[config.mk]
export PLATFORM = sky130hd
export DESIGN_NAME = throw_scheduler_flat
export DESIGN_NICKNAME = d
export VERILOG_FILES = /design/src/rtl/throw_scheduler_if.sv /design/src/rtl/throw_scheduler.sv /design/src/flat_wrapper.sv
export SDC_FILE = /design/constraint.sdc
export NUM_CORES = 1
export LEC_CHECK = 0
export BUFFER_PORTS_ARGS = -buffer_cell sky130_fd_sc_hd__clkbuf_2
export CORE_MARGIN = 4
export CORE_UTILIZATION = 60
export DETAILED_ROUTE_END_ITERATION = 10
export GPL_ROUTABILITY_DRIVEN = 0
export GPL_TIMING_DRIVEN = 0
export PLACE_DENSITY = 0.82
export SETUP_SLACK_MARGIN = 0.2
export SYNTH_ARGS = -nofsm -noshare
export SYNTH_HDL_FRONTEND = slang
export SYNTH_SLANG_ARGS = --single-unit
[constraint.sdc]
create_clock -name clk_in -period 7.2 [get_ports clk_in]
set_clock_uncertainty 0.05 [all_clocks]
set_input_delay 0.72 -clock clk_in [delete_from_list [all_inputs] [get_ports clk_in]]
set_output_delay 0.72 -clock clk_in [all_outputs]
set_load 0.01 [all_outputs]
[src/rtl/throw_scheduler_if.sv]
// Bus between pattern/config registers, the throw scheduler and the trajectory side.
interface throw_scheduler_if #(
  parameter int unsigned CYC_W = 15,
  parameter int unsigned T_W   = 32
);
  // Pattern / configuration side
  logic [7:0][2:0]  pattern;
  logic [2:0]       pattern_len;
  logic [2:0]       num_balls;
  logic             pattern_valid;
  logic [CYC_W-1:0] cyc_per_beat;
  logic             run_en;

  // Throw event side
  logic             throw_valid;
  logic [2:0]       throw_ball;
  logic [2:0]       throw_height;
  logic             throw_hand;
  logic [T_W-1:0]   throw_time;
  logic [2:0]       beat_idx;
  logic             running;
  logic             sched_err;

  modport master (
    output pattern, pattern_len, num_balls, pattern_valid, cyc_per_beat, run_en,
    input  throw_valid, throw_ball, throw_height, throw_hand, throw_time,
           beat_idx, running, sched_err
  );

  modport slave (
    input  pattern, pattern_len, num_balls, pattern_valid, cyc_per_beat, run_en,
    output throw_valid, throw_ball, throw_height, throw_hand, throw_time,
           beat_idx, running, sched_err
  );
endinterface

[src/rtl/throw_scheduler.sv]
// throw_scheduler: beat-level siteswap sequencer driving the trajectory datapath.
// Keeps an NSLOT-deep landing queue (slot i = ball landing i beats from now)
// and issues one registered throw event per beat.
// Build option: define SCHED_COLLISION_CHECK_EN to detect empty-hand throws,
// dropped balls and landing collisions; a detected fault parks the FSM in ERROR.
module throw_scheduler #(
  parameter int unsigned CYC_W = 15,
  parameter int unsigned T_W   = 32,
  parameter int unsigned NSLOT = 8
) (
  input  logic             clk_in,
  input  logic             rst_in,
  throw_scheduler_if.slave bus
);

  localparam int unsigned IDX_W = 3;

  typedef enum logic [1:0] {
    S_IDLE  = 2'd0,
    S_LOAD  = 2'd1,
    S_RUN   = 2'd2,
    S_ERROR = 2'd3
  } state_t;

  state_t state, state_n;

  // Sampled pattern copy
  logic [NSLOT-1:0][IDX_W-1:0] pat_q, pat_n;
  logic [IDX_W-1:0]            len_q, len_n;
  logic [IDX_W-1:0]            nb_q, nb_n;

  // Landing queue
  logic [NSLOT-1:0]            qv, qv_n;
  logic [NSLOT-1:0][IDX_W-1:0] qid, qid_n;

  // Sequencing state
  logic [IDX_W-1:0]            pidx, pidx_n;
  logic                        hand, hand_n;
  logic [CYC_W-1:0]            cnt, cnt_n;
  logic [T_W-1:0]              t, t_n;

  // Registered outputs
  logic                        tv_q, tv_n;
  logic [IDX_W-1:0]            tball_q, tball_n;
  logic [IDX_W-1:0]            theight_q, theight_n;
  logic                        thand_q, thand_n;
  logic [T_W-1:0]              ttime_q, ttime_n;
  logic [IDX_W-1:0]            bidx_q, bidx_n;
  logic                        run_q, run_n;
  logic                        err_q, err_n;

  // Beat-level helpers
  logic [IDX_W-1:0]            h;
  logic [IDX_W-1:0]            h_m1;
  logic [IDX_W-1:0]            nb_eff;
  logic [CYC_W-1:0]            cpb_eff;
  logic                        fault_c;

  assign h       = pat_q[pidx];
  assign h_m1    = h - IDX_W'(1);
  assign nb_eff  = (nb_q == '0) ? IDX_W'(1) : nb_q;
  assign cpb_eff = (bus.cyc_per_beat == '0) ? CYC_W'(1) : bus.cyc_per_beat;

  // Fault classification for the current beat (old queue contents)
`ifdef SCHED_COLLISION_CHECK_EN
  assign fault_c = ((h != '0) && !qv[0]) ||
                   ((h == '0) &&  qv[0]) ||
                   ((h != '0) &&  qv[h]);
`else
  assign fault_c = 1'b0;
`endif

  // Next-state, queue and output computation
  always_comb begin
    state_n   = state;
    pat_n     = pat_q;
    len_n     = len_q;
    nb_n      = nb_q;
    qv_n      = qv;
    qid_n     = qid;
    pidx_n    = pidx;
    hand_n    = hand;
    cnt_n     = cnt;
    t_n       = t;
    tv_n      = 1'b0;
    tball_n   = tball_q;
    theight_n = theight_q;
    thand_n   = thand_q;
    ttime_n   = ttime_q;
    bidx_n    = bidx_q;

    case (state)
      S_IDLE, S_ERROR: begin
        if (bus.pattern_valid) begin
          state_n   = S_LOAD;
          pat_n     = bus.pattern;
          len_n     = bus.pattern_len;
          nb_n      = bus.num_balls;
          tball_n   = '0;
          theight_n = '0;
          thand_n   = 1'b0;
          ttime_n   = '0;
          bidx_n    = '0;
        end
      end

      S_LOAD: begin
        for (int i = 0; i < int'(NSLOT); i++) begin
          qv_n[i]  = (i < int'(nb_eff));
          qid_n[i] = IDX_W'(i);
        end
        pidx_n  = '0;
        hand_n  = 1'b0;
        cnt_n   = '0;
        state_n = S_RUN;
      end

      S_RUN: begin
        if (bus.run_en) begin
          t_n = t + T_W'(1);
        end
        if (bus.pattern_valid) begin
          // Restart takes priority over a beat in the same cycle
          state_n   = S_LOAD;
          pat_n     = bus.pattern;
          len_n     = bus.pattern_len;
          nb_n      = bus.num_balls;
          tball_n   = '0;
          theight_n = '0;
          thand_n   = 1'b0;
          ttime_n   = '0;
          bidx_n    = '0;
        end else if (bus.run_en) begin
          cnt_n = (cnt >= cpb_eff - CYC_W'(1)) ? '0 : cnt + CYC_W'(1);
          if (cnt == '0) begin
            if (fault_c) begin
              state_n = S_ERROR;
            end else begin
              for (int i = 0; i < int'(NSLOT) - 1; i++) begin
                qv_n[i]  = qv[i+1];
                qid_n[i] = qid[i+1];
              end
              qv_n[NSLOT-1]  = 1'b0;
              qid_n[NSLOT-1] = '0;
              if ((h != '0) && qv[0]) begin
                qv_n[h_m1]  = 1'b1;
                qid_n[h_m1] = qid[0];
                tv_n        = 1'b1;
                tball_n     = qid[0];
                theight_n   = h;
                thand_n     = hand;
                ttime_n     = t;
              end
              bidx_n = pidx;
              pidx_n = (pidx == len_q) ? '0 : pidx + IDX_W'(1);
              hand_n = ~hand;
            end
          end
        end
      end

      default: state_n = S_IDLE;
    endcase

    run_n = (state_n == S_RUN);
`ifdef SCHED_COLLISION_CHECK_EN
    err_n = (state_n == S_ERROR);
`else
    err_n = 1'b0;
`endif
  end

  // State and datapath registers, synchronous reset
  always_ff @(posedge clk_in) begin
    if (rst_in) begin
      state     <= S_IDLE;
      pat_q     <= '0;
      len_q     <= '0;
      nb_q      <= '0;
      qv        <= '0;
      qid       <= '0;
      pidx      <= '0;
      hand      <= 1'b0;
      cnt       <= '0;
      t         <= '0;
    end else begin
      state     <= state_n;
      pat_q     <= pat_n;
      len_q     <= len_n;
      nb_q      <= nb_n;
      qv        <= qv_n;
      qid       <= qid_n;
      pidx      <= pidx_n;
      hand      <= hand_n;
      cnt       <= cnt_n;
      t         <= t_n;
    end
  end

  // Output registers, synchronous reset
  always_ff @(posedge clk_in) begin
    if (rst_in) begin
      tv_q      <= 1'b0;
      tball_q   <= '0;
      theight_q <= '0;
      thand_q   <= 1'b0;
      ttime_q   <= '0;
      bidx_q    <= '0;
      run_q     <= 1'b0;
      err_q     <= 1'b0;
    end else begin
      tv_q      <= tv_n;
      tball_q   <= tball_n;
      theight_q <= theight_n;
      thand_q   <= thand_n;
      ttime_q   <= ttime_n;
      bidx_q    <= bidx_n;
      run_q     <= run_n;
      err_q     <= err_n;
    end
  end

  assign bus.throw_valid  = tv_q;
  assign bus.throw_ball   = tball_q;
  assign bus.throw_height = theight_q;
  assign bus.throw_hand   = thand_q;
  assign bus.throw_time   = ttime_q;
  assign bus.beat_idx     = bidx_q;
  assign bus.running      = run_q;
  assign bus.sched_err    = err_q;

endmodule

[src/flat_wrapper.sv]
// flat-port wrapper written by rule: the top's interface ports become plain ports
module throw_scheduler_flat 
#(
  parameter int unsigned CYC_W = 15,
  parameter int unsigned T_W   = 32,
  parameter int unsigned NSLOT = 8
)
  (clk_in, rst_in, bus_pattern, bus_pattern_len, bus_num_balls, bus_pattern_valid, bus_cyc_per_beat, bus_run_en, bus_throw_valid, bus_throw_ball, bus_throw_height, bus_throw_hand, bus_throw_time, bus_beat_idx, bus_running, bus_sched_err);
  throw_scheduler_if #(.CYC_W(CYC_W), .T_W(T_W)) bus_i ();
  input  logic clk_in;
  input  logic rst_in;
  input wire logic [$bits(bus_i.pattern)-1:0] bus_pattern;
  input wire logic [$bits(bus_i.pattern_len)-1:0] bus_pattern_len;
  input wire logic [$bits(bus_i.num_balls)-1:0] bus_num_balls;
  input wire logic [$bits(bus_i.pattern_valid)-1:0] bus_pattern_valid;
  input wire logic [$bits(bus_i.cyc_per_beat)-1:0] bus_cyc_per_beat;
  input wire logic [$bits(bus_i.run_en)-1:0] bus_run_en;
  output wire logic [$bits(bus_i.throw_valid)-1:0] bus_throw_valid;
  output wire logic [$bits(bus_i.throw_ball)-1:0] bus_throw_ball;
  output wire logic [$bits(bus_i.throw_height)-1:0] bus_throw_height;
  output wire logic [$bits(bus_i.throw_hand)-1:0] bus_throw_hand;
  output wire logic [$bits(bus_i.throw_time)-1:0] bus_throw_time;
  output wire logic [$bits(bus_i.beat_idx)-1:0] bus_beat_idx;
  output wire logic [$bits(bus_i.running)-1:0] bus_running;
  output wire logic [$bits(bus_i.sched_err)-1:0] bus_sched_err;
  assign bus_i.pattern = bus_pattern;
  assign bus_i.pattern_len = bus_pattern_len;
  assign bus_i.num_balls = bus_num_balls;
  assign bus_i.pattern_valid = bus_pattern_valid;
  assign bus_i.cyc_per_beat = bus_cyc_per_beat;
  assign bus_i.run_en = bus_run_en;
  assign bus_throw_valid = bus_i.throw_valid;
  assign bus_throw_ball = bus_i.throw_ball;
  assign bus_throw_height = bus_i.throw_height;
  assign bus_throw_hand = bus_i.throw_hand;
  assign bus_throw_time = bus_i.throw_time;
  assign bus_beat_idx = bus_i.beat_idx;
  assign bus_running = bus_i.running;
  assign bus_sched_err = bus_i.sched_err;
  throw_scheduler #(.CYC_W(CYC_W), .T_W(T_W), .NSLOT(NSLOT)) u_core (.clk_in(clk_in), .rst_in(rst_in), .bus(bus_i));
endmodule
==> impl_metrics.csv <==
group,metric,value,unit
run_status,run_status,"finished, final reports clean",
clock_tree,cts_setup_buffers,0,
synth,yosysSeqAreaShare,43.2,%
drt,antenna_left,0,
synth,synth_top_area_share,43.2,%
clock_tree,cts_sinks,159,
sta,setup_viol,0,
floorplanning,io-pin-count,94,
synth,ys_warn_count,0,
floorplanning,rows,40,
drt,wl,18.5,mm
synth,yosysUniqueCellTypes,57,
setup_path,crit_fanout,9,
floorplanning,die_y,119,um
global_routing,grt_pass1_wl,30.4,mm
setup_path,worstPathArrival,4.18,ns
synth,avgSynthCellArea,8.35,um2
floorplanning,core-area,12000,um2
synth,synth_seq_cells,159,
cells_and_area,postLayoutCoreUtil,71.7,%
sta,rsz0062_at_grt,"no",
setup_path,critPathCaptureType,"flop",
clock_tree,clock_latency,0.43,ns
power_and_ir_drop,powerDensity,231,nW/um2
sta,period_share,54.6,%
worst_hold_path,hp-class,"reg -> reg",
sta,setup_ws,3.27,ns
cells_and_area,final_cells,1152,
synth,synthTopCellsByArea,"dfxtp_1, a21oi_1, nand2_1",
sta,min_period,3.93,ns
placed_design,io_buffers,91,
placed_design,dp_hpwl,13.3,mm
synth,synth_edf_count,0,
global_routing,gr-total-overflow,0,
placed_design,place_ws,2.88,ns
synth,async_reset_ff_share,0,%
setup_path,required,7.45,ns
setup_path,path_class,"in -> reg",
clock_tree,h-tree-depth,4,
clock_tree,cts_made_buffers,17,
sta,setup_tns,0,ns
synth,syn_area,7370,um2
floorplanning,start_util,61.3,%
sta,worstMarginPinSlew,0.945,ns
clock_tree,post_cts_resized,0,
global_routing,antenna_found_initial,0,
sta,slew_headroom,36.4,%
drt,drt_iter0_drc,474,
setup_path,worst_setup_path_start_kind,"primary input",
run,cap_viol_max_count,0,
cells_and_area,diodes,0,
power_and_ir_drop,peakVddDrop,0.000190,V
drt,vias_per_cell,5.77,
global_routing,grt_pass1_vias,6352,
synth,synth.most_common_cell,"dfxtp_1",
clock_tree,path_clk_slew,0.06,ns
cells_and_area,drive_gt1_share,14.8,%
drt,firstDrtPassIters,5,
synth,synth_top_area_cell,"dfxtp_1",
clock_tree,cts_hold_buf,0,
drt,drc,0,
drt,route.vias.total,6644,
clock_tree,clock_path_buffers,2,
sta,hold_slack,0.399,ns
floorplanning,dieArea,14100,um2
clock_tree,cts_tree,"built",
clock_tree,cts_root_buf,"clkbuf_16",
power_and_ir_drop,p_leak,0.00332,uW
synth,syn_nets,955,
global_routing,track_usage,26.7,%
synth,ys.flop_type,"dfxtp_1",
sta,slew_violations,0,
floorplanning,die-width,119,um
synth,synthCells,882,
synth,netlist_top_cells_count,"dfxtp_1, nand2_1, a21oi_1, nor2_1, nand3_1",
sta,finalHoldViolCount,0,
cells_and_area,fillers,985,
global_routing,grt_max_degree,17,
placed_design,placed_cells,1120,
sta,max_freq,254,MHz
cells_and_area,areaGrowthSynthToFinish,17.0,%
drt,post_drt_wl_per_cell,16.0,um
cells_and_area,nets,1065,
==> final timing paths <==
| path | slack [ns] | end | cells past startpoint | startpoint |
|---|---|---|---|---|
| max | 3.27 | u_core.cnt[5] | 19 | bus_cyc_per_beat[8] |
| min reg2reg | 0.40 | u_core.bus.throw_time[22] | 2 | u_core.bus.throw_time[22] |
| max reg2reg | 3.43 | u_core.bus.throw_height[2] | 13 | u_core.pidx[0] |
| min | 0.40 | u_core.bus.throw_time[22] | 2 | u_core.bus.throw_time[22] |
==> stage by stage <==
| stage | area [um2] | total power [uW] |
|---|---|---|
| 2_1_floorplan | 7370 | 1040 |
| 3_3_place_gp | 8010 | 1090 |
| 3_5_place_dp | 8010 | 1090 |
| 4_1_cts | 8610 | 1990 |
| 5_1_grt | 8610 | 2050 |
| 6_report | 8610 | 1990 |
==> state kept, by name, summed over array words and instances (netlist names), 2 cells and up <==
register and cells:
u_core.bus.beat_idx 3, u_core.bus.throw_ball 3, u_core.bus.throw_height 3, u_core.bus.throw_time 32, u_core.cnt 15, u_core.len_q 3
u_core.nb_q 3, u_core.pat_q 24, u_core.pidx 3, u_core.qid 24, u_core.qv 8, u_core.state 2
u_core.t 32
==> where the power goes <==
| group | switching [uW] | internal, uW |
|---|---|---|
| clock | 362 | 550 |
| sequential | 11.8 | 899 |
| combinational | 107 | 55.8 |
| total | 481 | 1510 |
==> routing by layer <==
layer  up-vias  part of all wire, %  track usage [%]
met3        34                  6.9             7.46
met5         -                    0                0
met4         0                  2.0             10.3
li1       3306                    -                -
met1      3088                   43             33.2
met2       216                   48             43.8
==> worst max-delay path, cell delays in order <==
cell and delay, ns:
clkbuf_2 0.12, nor2_1 0.06, nand2_1 0.12, nor4_1 0.09, a21oi_1 0.24, ha_1 0.23, nor3b_1 0.38, nand2_1 0.14
nor2_1 0.22, nand2_1 0.10, xor2_1 0.16, ha_1 0.29, nand4_1 0.13, nor4_1 0.40, nor4b_1 0.10, nand3_1 0.11
a21o_1 0.11, clkbuf_1 0.33, nor2_1 0.10
==> cell usage in the layout (no fill, tap or decap), types with 5 or more instances in the layout <==
cell type,instances
clkbuf_16,17
nor2_1,83
a21oi_1,109
buf_2,6
nor3_1,16
clkbuf_2,91
clkbuf_1,37
nand4_1,19
nand2b_1,8
nor4_1,9
and3_1,9
inv_1,9
a211oi_1,10
nor3b_1,5
xnor2_1,20
or3_1,10
xor2_1,26
nand2_1,145
ha_1,24
nand3_1,55
o21ai_0,27
mux2i_1,26
nor2b_1,5
dfxtp_1,159
==> area by class of cell <==
| class | instances | area, um2 | area share, % |
|---|---|---|---|
| clock inverter | 11 | 129 | 1.50 |
| sequential | 159 | 3180 | 36.9 |
| tap | 147 | 184 | 2.14 |
| multi-input combinational | 660 | 3900 | 45.2 |
| buffer | 53 | 244 | 2.83 |
| inverter | 10 | 42.5 | 0.494 |
| timing repair buffer | 91 | 455 | 5.29 |
| clock buffer | 21 | 480 | 5.58 |
==> cell families (layout without fill, tap and decap cells) <==
logic type               Yosys count  count (layout)  synth area share (%)
other                              1               1                0.0509
XOR/XNOR                          46              46                  5.47
AO/OA/AOI/OAI                    168             168                  12.6
buffers and inverters             63             186                  3.89
AND/OR/NAND/NOR                  388             388                  25.0
adder cells (fa/ha/maj)           24              24                  4.08
multiplexers                      33              33                  5.72
flip-flops                       159             159                  43.2
No activity file was read; power rests on OpenSTA's default activity.
